$ cat config.mk
export PLATFORM = sky130hd
export DESIGN_NAME = biriscv_mul_wb_tracker
export DESIGN_NICKNAME = d
export VERILOG_FILES = /design/src/rtl/biriscv_mul_wb_tracker_pkg.sv /design/src/rtl/biriscv_mul_track_stage.sv /design/src/rtl/biriscv_mul_wb_tracker.sv
export SDC_FILE = /design/constraint.sdc
export NUM_CORES = 1
export LEC_CHECK = 0
export CAP_MARGIN = 20
export CORE_ASPECT_RATIO = 1.25
export CORE_MARGIN = 8
export CORE_UTILIZATION = 40
export DETAILED_ROUTE_END_ITERATION = 12
export PLACE_DENSITY = 0.77
export SLEW_MARGIN = 20
export SYNTH_ARGS = -nofsm -noshare
export SYNTH_HDL_FRONTEND = slang
export SYNTH_HIERARCHICAL = 1
export SYNTH_SLANG_ARGS = --single-unit
export TNS_END_PERCENT = 5
$ cat constraint.sdc
create_clock -name clk_i -period 1.9 [get_ports clk_i]
set_input_delay 0.19 -clock clk_i [delete_from_list [all_inputs] [get_ports clk_i]]
set_output_delay 0.19 -clock clk_i [all_outputs]
set_load 0.005 [all_outputs]
$ cat src/rtl/biriscv_mul_wb_tracker_pkg.sv
// Shared types and constants for the multiplier writeback sideband tracker.
// The stage entry carries everything a completing multiply needs besides its data.
package biriscv_mul_wb_tracker_pkg;

    typedef struct packed {
        logic        valid;
        logic [4:0]  rd;
        logic [31:0] pc;
    } mul_stage_t;

    localparam int MULT_STAGES_MIN = 2;
    localparam int MULT_STAGES_MAX = 3;

    localparam logic [4:0] RD_ZERO = 5'd0;

    function automatic logic mult_stages_legal(input int n);
        return (n >= MULT_STAGES_MIN) && (n <= MULT_STAGES_MAX);
    endfunction

endpackage

$ cat src/rtl/biriscv_mul_track_stage.sv
// One sideband pipeline stage that moves in lock-step with a multiplier stage.
// Flush clears only the valid bit, even when the pipeline is held.
module biriscv_mul_track_stage
    import biriscv_mul_wb_tracker_pkg::*;
(
    input  logic       clk_i,
    input  logic       rst_i,
    input  logic       hold_i,
    input  logic       flush_i,
    input  mul_stage_t entry_i,
    output mul_stage_t entry_o
);

    mul_stage_t entry_q;
    mul_stage_t entry_d;

    always_comb begin
        entry_d = entry_q;
        if (!hold_i) begin
            entry_d = entry_i;
        end
        if (flush_i) begin
            entry_d.valid = 1'b0;
        end
    end

    always_ff @(posedge clk_i or posedge rst_i) begin
        if (rst_i) begin
            entry_q <= '0;
        end else begin
            entry_q <= entry_d;
        end
    end

    assign entry_o = entry_q;

endmodule

$ cat src/rtl/biriscv_mul_wb_tracker.sv
// Tracks rd/pc of in-flight multiplies, pairs the final stage with the multiplier
// result for writeback, and publishes a pending-rd mask for RAW hazard stalls.
module biriscv_mul_wb_tracker
    import biriscv_mul_wb_tracker_pkg::*;
#(
    parameter int MULT_STAGES = 2
)
(
    input  logic        clk_i,
    input  logic        rst_i,
    input  logic        issue_valid_i,
    input  logic [4:0]  issue_rd_idx_i,
    input  logic [31:0] issue_pc_i,
    input  logic        hold_i,
    input  logic        flush_i,
    input  logic [31:0] mul_result_i,
    output logic        wb_valid_o,
    output logic [4:0]  wb_rd_idx_o,
    output logic [31:0] wb_value_o,
    output logic [31:0] wb_pc_o,
    output logic [31:0] busy_mask_o,
    output logic [1:0]  inflight_o,
    output logic [31:0] mul_retired_o
);

    mul_stage_t stage_in  [MULT_STAGES];
    mul_stage_t stage_out [MULT_STAGES];
    mul_stage_t final_e;

    logic [31:0] retired_q;
    logic [31:0] retired_d;
    logic        wb_valid;
    logic [31:0] busy_mask;
    logic [1:0]  inflight;

    for (genvar g = 0; g < MULT_STAGES; g++) begin : g_stage
        if (g == 0) begin : g_head
            // A flushing cycle drops its own issue.
            assign stage_in[g] = '{valid: issue_valid_i & ~flush_i,
                                   rd:    issue_rd_idx_i,
                                   pc:    issue_pc_i};
        end else begin : g_chain
            assign stage_in[g] = stage_out[g-1];
        end

        biriscv_mul_track_stage u_stage (
            .clk_i   (clk_i),
            .rst_i   (rst_i),
            .hold_i  (hold_i),
            .flush_i (flush_i),
            .entry_i (stage_in[g]),
            .entry_o (stage_out[g])
        );
    end

    assign final_e = stage_out[MULT_STAGES-1];

    always_comb begin
        busy_mask = '0;
        inflight  = '0;
        for (int i = 0; i < MULT_STAGES; i++) begin
            if (stage_out[i].valid) begin
                inflight = inflight + 2'd1;
                busy_mask[stage_out[i].rd] = 1'b1;
            end
        end
        // x0 is never a real hazard.
        busy_mask[0] = 1'b0;
    end

    // The final entry retires even in a flush cycle: it is older than the flusher.
    assign wb_valid = final_e.valid & ~hold_i & (final_e.rd != RD_ZERO);

    always_comb begin
        retired_d = retired_q;
        if (wb_valid) begin
            retired_d = retired_q + 32'd1;
        end
    end

    always_ff @(posedge clk_i or posedge rst_i) begin
        if (rst_i) begin
            retired_q <= '0;
        end else begin
            retired_q <= retired_d;
        end
    end

    assign wb_valid_o    = wb_valid;
    assign wb_rd_idx_o   = final_e.valid ? final_e.rd : 5'd0;
    assign wb_pc_o       = final_e.valid ? final_e.pc : 32'd0;
    assign wb_value_o    = wb_valid ? mul_result_i : 32'd0;
    assign busy_mask_o   = busy_mask;
    assign inflight_o    = inflight;
    assign mul_retired_o = retired_q;

endmodule

==> results of run 1 <==
area by class of cell:
| type | count | area share |
|---|---|---|
| Multi-Input combinational cell | 298 | 0.319 |
| Inverter | 6 | 0.00359 |
| Clock inverter | 7 | 0.0102 |
| Clock buffer | 9 | 0.0269 |
| Tap cell | 171 | 0.0256 |
| Timing Repair Buffer | 258 | 0.289 |
| Sequential cell | 108 | 0.323 |
| Timing Repair inverter | 3 | 0.00239 |
worst paths after layout:
check	start	end	slack, ps
max	g_stage[0].u_stage/entry_o[36]	busy_mask_o[14]	-350
min	rst_i	mul_retired_o[26]	270
max reg2reg	g_stage[1].u_stage/entry_o[34]	mul_retired_o[14]	-210
min reg2reg	mul_retired_o[31]	mul_retired_o[31]	470
max in group asynchronous	rst_i	g_stage[1].u_stage/entry_o[33]	1180
min in group clk_i	issue_pc_i[20]	g_stage[0].u_stage/entry_o[20]	460
repair_timing:
item,CTS,global route
buffers inserted,10,4
resized for setup,213,48
cloned,4,0
pin swaps,30,9
endpoints found under the setup margin,100,120
power breakdown:
group          switching, mW  internal (mW)  leakage (nW)  total (mW)
clock                  0.879           1.05         0.150        1.93
sequential             0.125           2.51          1.33        2.64
combinational          0.341          0.570          2.45       0.911
total                   1.34           4.13          3.93        5.47
cell usage in the layout (no fill, tap or decap), types with 5 or more instances in the layout:
cell type / count
sky130_fd_sc_hd__clkdlybuf4s50_1: 144
sky130_fd_sc_hd__dfrtp_1: 105
sky130_fd_sc_hd__and2_1: 52
sky130_fd_sc_hd__mux2_4: 41
sky130_fd_sc_hd__buf_4: 39
sky130_fd_sc_hd__mux2_2: 34
sky130_fd_sc_hd__o22ai_1: 27
sky130_fd_sc_hd__buf_6: 24
sky130_fd_sc_hd__buf_2: 19
sky130_fd_sc_hd__and2_4: 17
sky130_fd_sc_hd__xnor2_1: 15
sky130_fd_sc_hd__dlygate4sd2_1: 13
sky130_fd_sc_hd__xor2_1: 12
sky130_fd_sc_hd__nand4_1: 10
sky130_fd_sc_hd__nand2_1: 10
sky130_fd_sc_hd__nor2_1: 10
sky130_fd_sc_hd__nand3b_1: 9
sky130_fd_sc_hd__clkbuf_16: 9
sky130_fd_sc_hd__dlymetal6s2s_1: 8
sky130_fd_sc_hd__nand3_1: 7
sky130_fd_sc_hd__nand2_2: 7
sky130_fd_sc_hd__inv_1: 5
sky130_fd_sc_hd__clkbuf_2: 5
cells by family (layout without fill, tap and decap cells):
logic type | after synthesis | count (layout) | synth area share
and+or+nand+nor | 155 | 155 | 0.175
DFF | 108 | 108 | 0.503
muxes | 77 | 77 | 0.190
AOI/OAI and AO/OA | 32 | 32 | 0.0401
xor gates and xnor gates | 31 | 31 | 0.0505
buffers and inverters | 30 | 283 | 0.0363
adders and majority gates | 2 | 2 | 0.00466
other | 1 | 1 | 0.000698
state kept, by name, indices dropped and copies added, names as in the netlist:
register	flops
mul_retired_o	32
g_stage.u_stage/entry_o	76
stage by stage:
stage               setup WS [ps]  setup TNS [ps]  cell area [um2]
detailed placement           -226           -6540             7760
global placement             -162           -4740             7760
global route                 -362          -16550             8370
finish                       -348          -10900             8370
CTS                          -334          -16610             8200
floorplan                   -61.7           -1680             5370
per-layer routing:
metal  part of all wire  wire [um]
met1               0.39       6280
met2               0.50       8140
met3              0.096       1550
met4              0.015        240
met5                  0          0
worst min-delay path, stage by stage:
cell,delay [ps]
sky130_fd_sc_hd__clkdlybuf4s50_1,430
sky130_fd_sc_hd__inv_1,60
sky130_fd_sc_hd__buf_4,350
==> metrics.yaml, run 1 <==
die:
  initial_utilization: 0.408
  io-pin-count: 210
  die-area_um2: 17400
  die_y_um: 146
  die_width_um: 120
  row_count: 47
  core_ar_um2: 13200
power:
  ir_drop_uv: 414
  power.leakage_nw: 3.93
  power_density_nw_per_um2: 654
  total_power_mw: 5.47
cts:
  tritoncts.num_buffers: 9
  cts_root_buf: "sky130_fd_sc_hd__clkbuf_16"
  clock_h_tree_levels: 3
  cts.reportedPaths.clkPinSlew_ps: 70
  worstSkewPairLatency_ps: 340
  clock_sinks: 108
  holdBufCountCts: 0
  clock_tree.buffer_depth: 2
  tritoncts: "yes"
placed_design:
  placement.io_buffers: 208
  place_inst: 827
  place_congestion: 0.836
  dp_hpwl_mm: 11.6
worst_setup_path:
  slowest_stage: "sky130_fd_sc_hd__clkdlybuf4s50_1"
  stages_on_worst_setup_path: 5
  cpPeakStageDelay_ps: 530
  worst_r2r_path_depth: 10
  worst-endpoint-required_ps: 1710
  timing.critical_path.mode_cell: "sky130_fd_sc_hd__buf_4"
  critical_path.cell_chain: "buf_4, buf_4, nand3b_1, o22ai_1, clkdlybuf4s50_1"
  worstSetupPathType: "reg -> out"
  critical_path_arrival_ps: 2060
  endpoint_kind: "output pin"
  timing.critical_path.max_delay_family: "buffers and inverters"
  cp_max_fo: 5
  critical_path_buf_inv_count: 3
  worst_setup_path_start_kind: "register"
synth:
  synthesis.nets: 512
  synth_cell_types: 36
  synth.area.top_cells: "sky130_fd_sc_hd__dfrtp_1 (50%), sky130_fd_sc_hd__mux2_4 (11%), sky130_fd_sc_hd__and2_1 (8.0%)"
  yosysTopAreaCellShare: 0.503
  yosysSeqAreaShare: 0.503
  yosys_top_cell_by_area: "sky130_fd_sc_hd__dfrtp_1"
  synth.ff_latch_count: 108
  yosysWarningCount: 6
  async_reset_ff_frac: 1.00
  synth_top_cells_by_count: "sky130_fd_sc_hd__dfrtp_1 (108), sky130_fd_sc_hd__and2_1 (69), sky130_fd_sc_hd__mux2_4 (41)"
  ys.flop_type: "sky130_fd_sc_hd__dfrtp_1"
  cell_with_the_most_instances_after_synthesis: "sky130_fd_sc_hd__dfrtp_1"
  postSynthCellCount: 436
  synthesis.area_per_instance_um2: 12.3
  post_synth_instance_area_um2: 5370
  synth_enable_flop_cells: 0
worst_hold_path:
  worstHoldPathType: "in -> async"
sta:
  fin_crit_ps: 2250
  max_clock_freq_ghz: 0.445
  final_critical_path_setup_slack_ps: -348
  worst_clock_skew_ps: 9.72
  final_hold_viol_count: 0
  post-route-period-util: 1.18
  drv_slew: 0
  worst_slew_pin_slew_ps: 837
  timing.max_slew.rel_slack: 0.442
  timing.final.setup_violations: 62
  rsz_0062_raised_after_global_routing: "true"
  fin_worst_hold_slack_ps: 271
layout:
  post_route_cells_drive_above_1_share: 0.347
  final_net_count: 760
  area_growth_pct: 55.8
  sequential_cell_area_um2: 2710
  final.fill_count: 1001
  layoutNonFillerInstCount: 860
  final_core_util: 0.635
  insertedDiodeCount: 0
  multiInputGateArea_um2: 2670
global_route:
  met2_use_gr: 0.312
  grt_antenna_before_repair: 0
  grt.met1_usage: 0.196
  pin_count_of_the_biggest_net_entering_global_routing: 77
  gr-usage-met3: 0.0734
  grt_pass1_wl_mm: 25.3
  grt.total_usage: 0.179
  most_crowded_layer_after_global_routing: "met2"
  first_global_vias: 4562
  global_route.overflow_total: 0
route:
  via_per_inst: 5.12
  iter_0_drt_violations: 148
  drt-wirelength-per-cell_um: 18.9
  drt_first_pass_iters: 4
  drt_drc_violations_left: 0
  drt.antenna.violating_nets: 0
  detailroute.via_count: 4403
  wl_mm: 16.2
job:
  maxCapViolations: 0
status:
  run_status: "complete, but fails checks"
  violations_in_the_final_reports: "negative setup slack"
Power figures use the tool's default switching activity.
==> run 2: changes to the inputs <==
CTS_CLUSTER_DIAMETER = 30   (was not set)
clock period = 2 ns   (was 1.9 ns; I/O delays follow)
==> run 2 against run 1 <==
Net effect: the run still ends with negative setup slack left; sequential power decreased by 5%; non-clock buffer count decreased by 7; clock power decreased by 14%; count of clock-buffer cells in the layout unchanged; sequential cell count unchanged; critical path depth increased by 2; routed wire length decreased by 1.4%; first-iteration DRC count increased by 19%.
==> metrics.yaml, run 2 (synthesis gave the netlist of run 1 again) <==
worst_setup_path:
  worst-endpoint-required_ps: 1800  # +90 ps
  ff2ff_setup_slack_ps: 30  # +240 ps
  worstSetupPathType: "reg -> out"
  worst_r2r_src: "g_stage[1].u_stage/entry_o[34]"
  critical_path_buf_inv_count: 4  # +1
  slowest_stage: "sky130_fd_sc_hd__or3_4"
  cpPeakStageDelay_ps: 400  # -130 ps
  worst_r2r_path_depth: 9  # -1
  critical_path_arrival_ps: 1900  # -160 ps
  critical_path.cell_chain: "or3_4, o31ai_4, buf_4, buf_6, inv_8, and2_1, buf_2"
  endpoint_kind: "output pin"
  cp_max_fo: 17  # +12
  r2r_end: "mul_retired_o[24]"
  timing.critical_path.max_delay_family: "simple AND/OR/NAND/NOR gates"
  worst_setup_path_start_kind: "register"
status:
  run_status: "complete, but fails checks"
  violations_in_the_final_reports: "negative setup slack"
sta:
  fin_worst_hold_slack_ps: 289  # +18.0 ps
  rsz_0062_raised_after_global_routing: "true"
  max_clock_freq_ghz: 0.476
  drv_slew: 0  # unchanged
  final_hold_viol_count: 0  # unchanged
  timing.final.setup_violations: 34  # -45%
  fin_crit_ps: 2100
  post-route-period-util: 1.05
  timing.max_slew.rel_slack: 0.450  # +0.00742
  final_critical_path_setup_slack_ps: -99.5  # +248 ps
  worst_clock_skew_ps: 13.9  # +4.15 ps
  worst_slew_pin_slew_ps: 825  # -11.1 ps
  finalSetupTns_ps: -2540  # +8370 ps
die:
  die_width_um: 120  # unchanged
  initial_utilization: 0.408  # unchanged
  io-pin-count: 210  # unchanged
  die_y_um: 146  # unchanged
  core_ar_um2: 13200  # unchanged
  row_count: 47  # unchanged
  die-area_um2: 17400  # unchanged
route:
  wl_mm: 16.0  # -1.4%
  drt-wirelength-per-cell_um: 18.8  # -0.32%
  drt_drc_violations_left: 0  # unchanged
  drt_first_pass_iters: 4  # unchanged
  drt.antenna.violating_nets: 0  # unchanged
  via_per_inst: 5.02  # -1.9%
  iter_0_drt_violations: 176  # +19%
  detailroute.via_count: 4274  # -2.9%
power:
  clock_power_share: 0.330  # -0.022
  total_switching_power_mw: 1.25  # -7.0%
  total_power_mw: 5.04  # -7.9%
  power_density_nw_per_um2: 612  # -6.4%
  share_of_total_power_consumed_by_net_switching: 0.248  # +0.00244
  ir_drop_uv: 470  # +13%
  internal_power_mw: 3.79  # -8.2%
  power.leakage_nw: 3.97  # +1.0%
  power.share.combinational: 0.173  # +0.007
  power.sequential.fraction: 0.497  # +0.015
cts:
  clock_h_tree_levels: 3  # unchanged
  tritoncts: "yes"
  cts.reportedPaths.clkPinSlew_ps: 80  # about the same
  cts_root_buf: "sky130_fd_sc_hd__clkbuf_16"
  worstSkewPairLatency_ps: 340  # about the same
  tritoncts.num_buffers: 9  # unchanged
  clock_sinks: 108  # unchanged
  clock_tree.buffer_depth: 2  # unchanged
  holdBufCountCts: 0  # unchanged
worst_hold_path:
  worstHoldPathType: "in -> async"
job:
  maxCapViolations: 0  # unchanged
global_route:
  grt.total_usage: 0.177  # -0.00204
  grt_pass1_wl_mm: 25.0  # -0.88%
  pin_count_of_the_biggest_net_entering_global_routing: 77  # unchanged
  first_global_vias: 4588  # +0.57%
  grt_antenna_before_repair: 0  # unchanged
  global_route.overflow_total: 0  # unchanged
placed_design:
  place_congestion: 0.901  # +7.9%
  placement.io_buffers: 208  # unchanged
  postPlaceCellArea_um2: 7700  # -0.77%
  worst_setup_slack_before_clock_tree_synthesis_ps: -68.9  # +157 ps
  dp_hpwl_mm: 11.8  # +1.1%
  place_inst: 819  # -0.97%
layout:
  final_core_util: 0.625  # -0.0105
  final_net_count: 753  # -0.92%
  insertedDiodeCount: 0  # unchanged
  sequential_cell_area_um2: 2710  # about the same
  largest_reg_flops: 76  # unchanged
  post_route_cells_drive_above_1_share: 0.306  # -0.0410
  area_growth_pct: 53.2
  most_common_library_cell_in_the_layout_ignoring_fill_and_taps: "sky130_fd_sc_hd__clkdlybuf4s50_1"
  final_cell_mix: "sky130_fd_sc_hd__clkdlybuf4s50_1 (144), sky130_fd_sc_hd__dfrtp_1 (106), sky130_fd_sc_hd__and2_1 (57), sky130_fd_sc_hd__mux2_4 (41)"
  multiInputGateArea_um2: 2620  # -2.1%
  final.fill_count: 1056  # +5.5%
  layoutNonFillerInstCount: 851  # -1.0%
  post-route-cell-area_um2: 8230  # -1.7%
-- run 2: changes by cell type in the layout (fill, tap and decap cells not counted), sizes merged --
cell | before | now
buf | 84 | 76
dlymetal6s2s | 8 | 14
clkbuf | 14 | 11
clkinvlp | 2 | 0
clkdlybuf4s15 | 4 | 3
dlygate4sd2 | 13 | 12
-- run 2: cell type report --
type,instances,share of cell area
clock buffers,9,0.0274
clock inverters,5,0.00562
inverters,6,0.00441
multi-input cells,298,0.318
flip-flops and latches,108,0.329
well taps,171,0.0260
repair buffers,251,0.287
repair inverters,3,0.00319
-- run 2: timing repair --
action,CTS,global route
pin swaps,21,9
setup endpoints to repair,66,103
buffers inserted,9,6
resized for setup,187,42
gates cloned,3,0
-- run 2: worst max path at each step --
stage / end / startpoint / slack (ps) / cells past startpoint
3_3_place_gp: wb_value_o[14] / g_stage[1].u_stage/entry_o[34] / -30 / 5
2_1_floorplan: wb_value_o[22] / g_stage[1].u_stage/entry_o[34] / 30 / 7
3_5_place_dp: wb_value_o[7] / g_stage[1].u_stage/entry_o[34] / -70 / 5
4_1_cts: wb_value_o[26] / g_stage[1].u_stage/entry_o[36] / -170 / 6
6_report: wb_value_o[8] / g_stage[1].u_stage/entry_o[34] / -100 / 7
5_1_grt: wb_value_o[1] / g_stage[1].u_stage/entry_o[34] / -200 / 7
-- run 2: tightest hold or removal path: stages --
cell and delay, ps:
sky130_fd_sc_hd__clkdlybuf4s50_1 430, sky130_fd_sc_hd__inv_1 60, sky130_fd_sc_hd__buf_4 360
-- run 2: metal layers --
layer | track usage | part of all wire | vias to the layer above
li1 | - | - | 1999
met3 | 0.0738 | 0.10 | 21
met1 | 0.193 | 0.38 | 2065
met4 | 0.0595 | 0.019 | 0
met2 | 0.304 | 0.50 | 189
met5 | 0 | 0 | -
-- run 2: power by group through the flow --
stage / Combinational [mW] / Sequential (mW) / Clock (mW)
floorplan: 0.457 / 2.53 / 0
global placement: 0.821 / 2.52 / 0
detailed placement: 0.850 / 2.54 / 0
CTS: 0.863 / 2.50 / 1.71
global route: 0.943 / 2.53 / 1.81
finish: 0.873 / 2.51 / 1.66
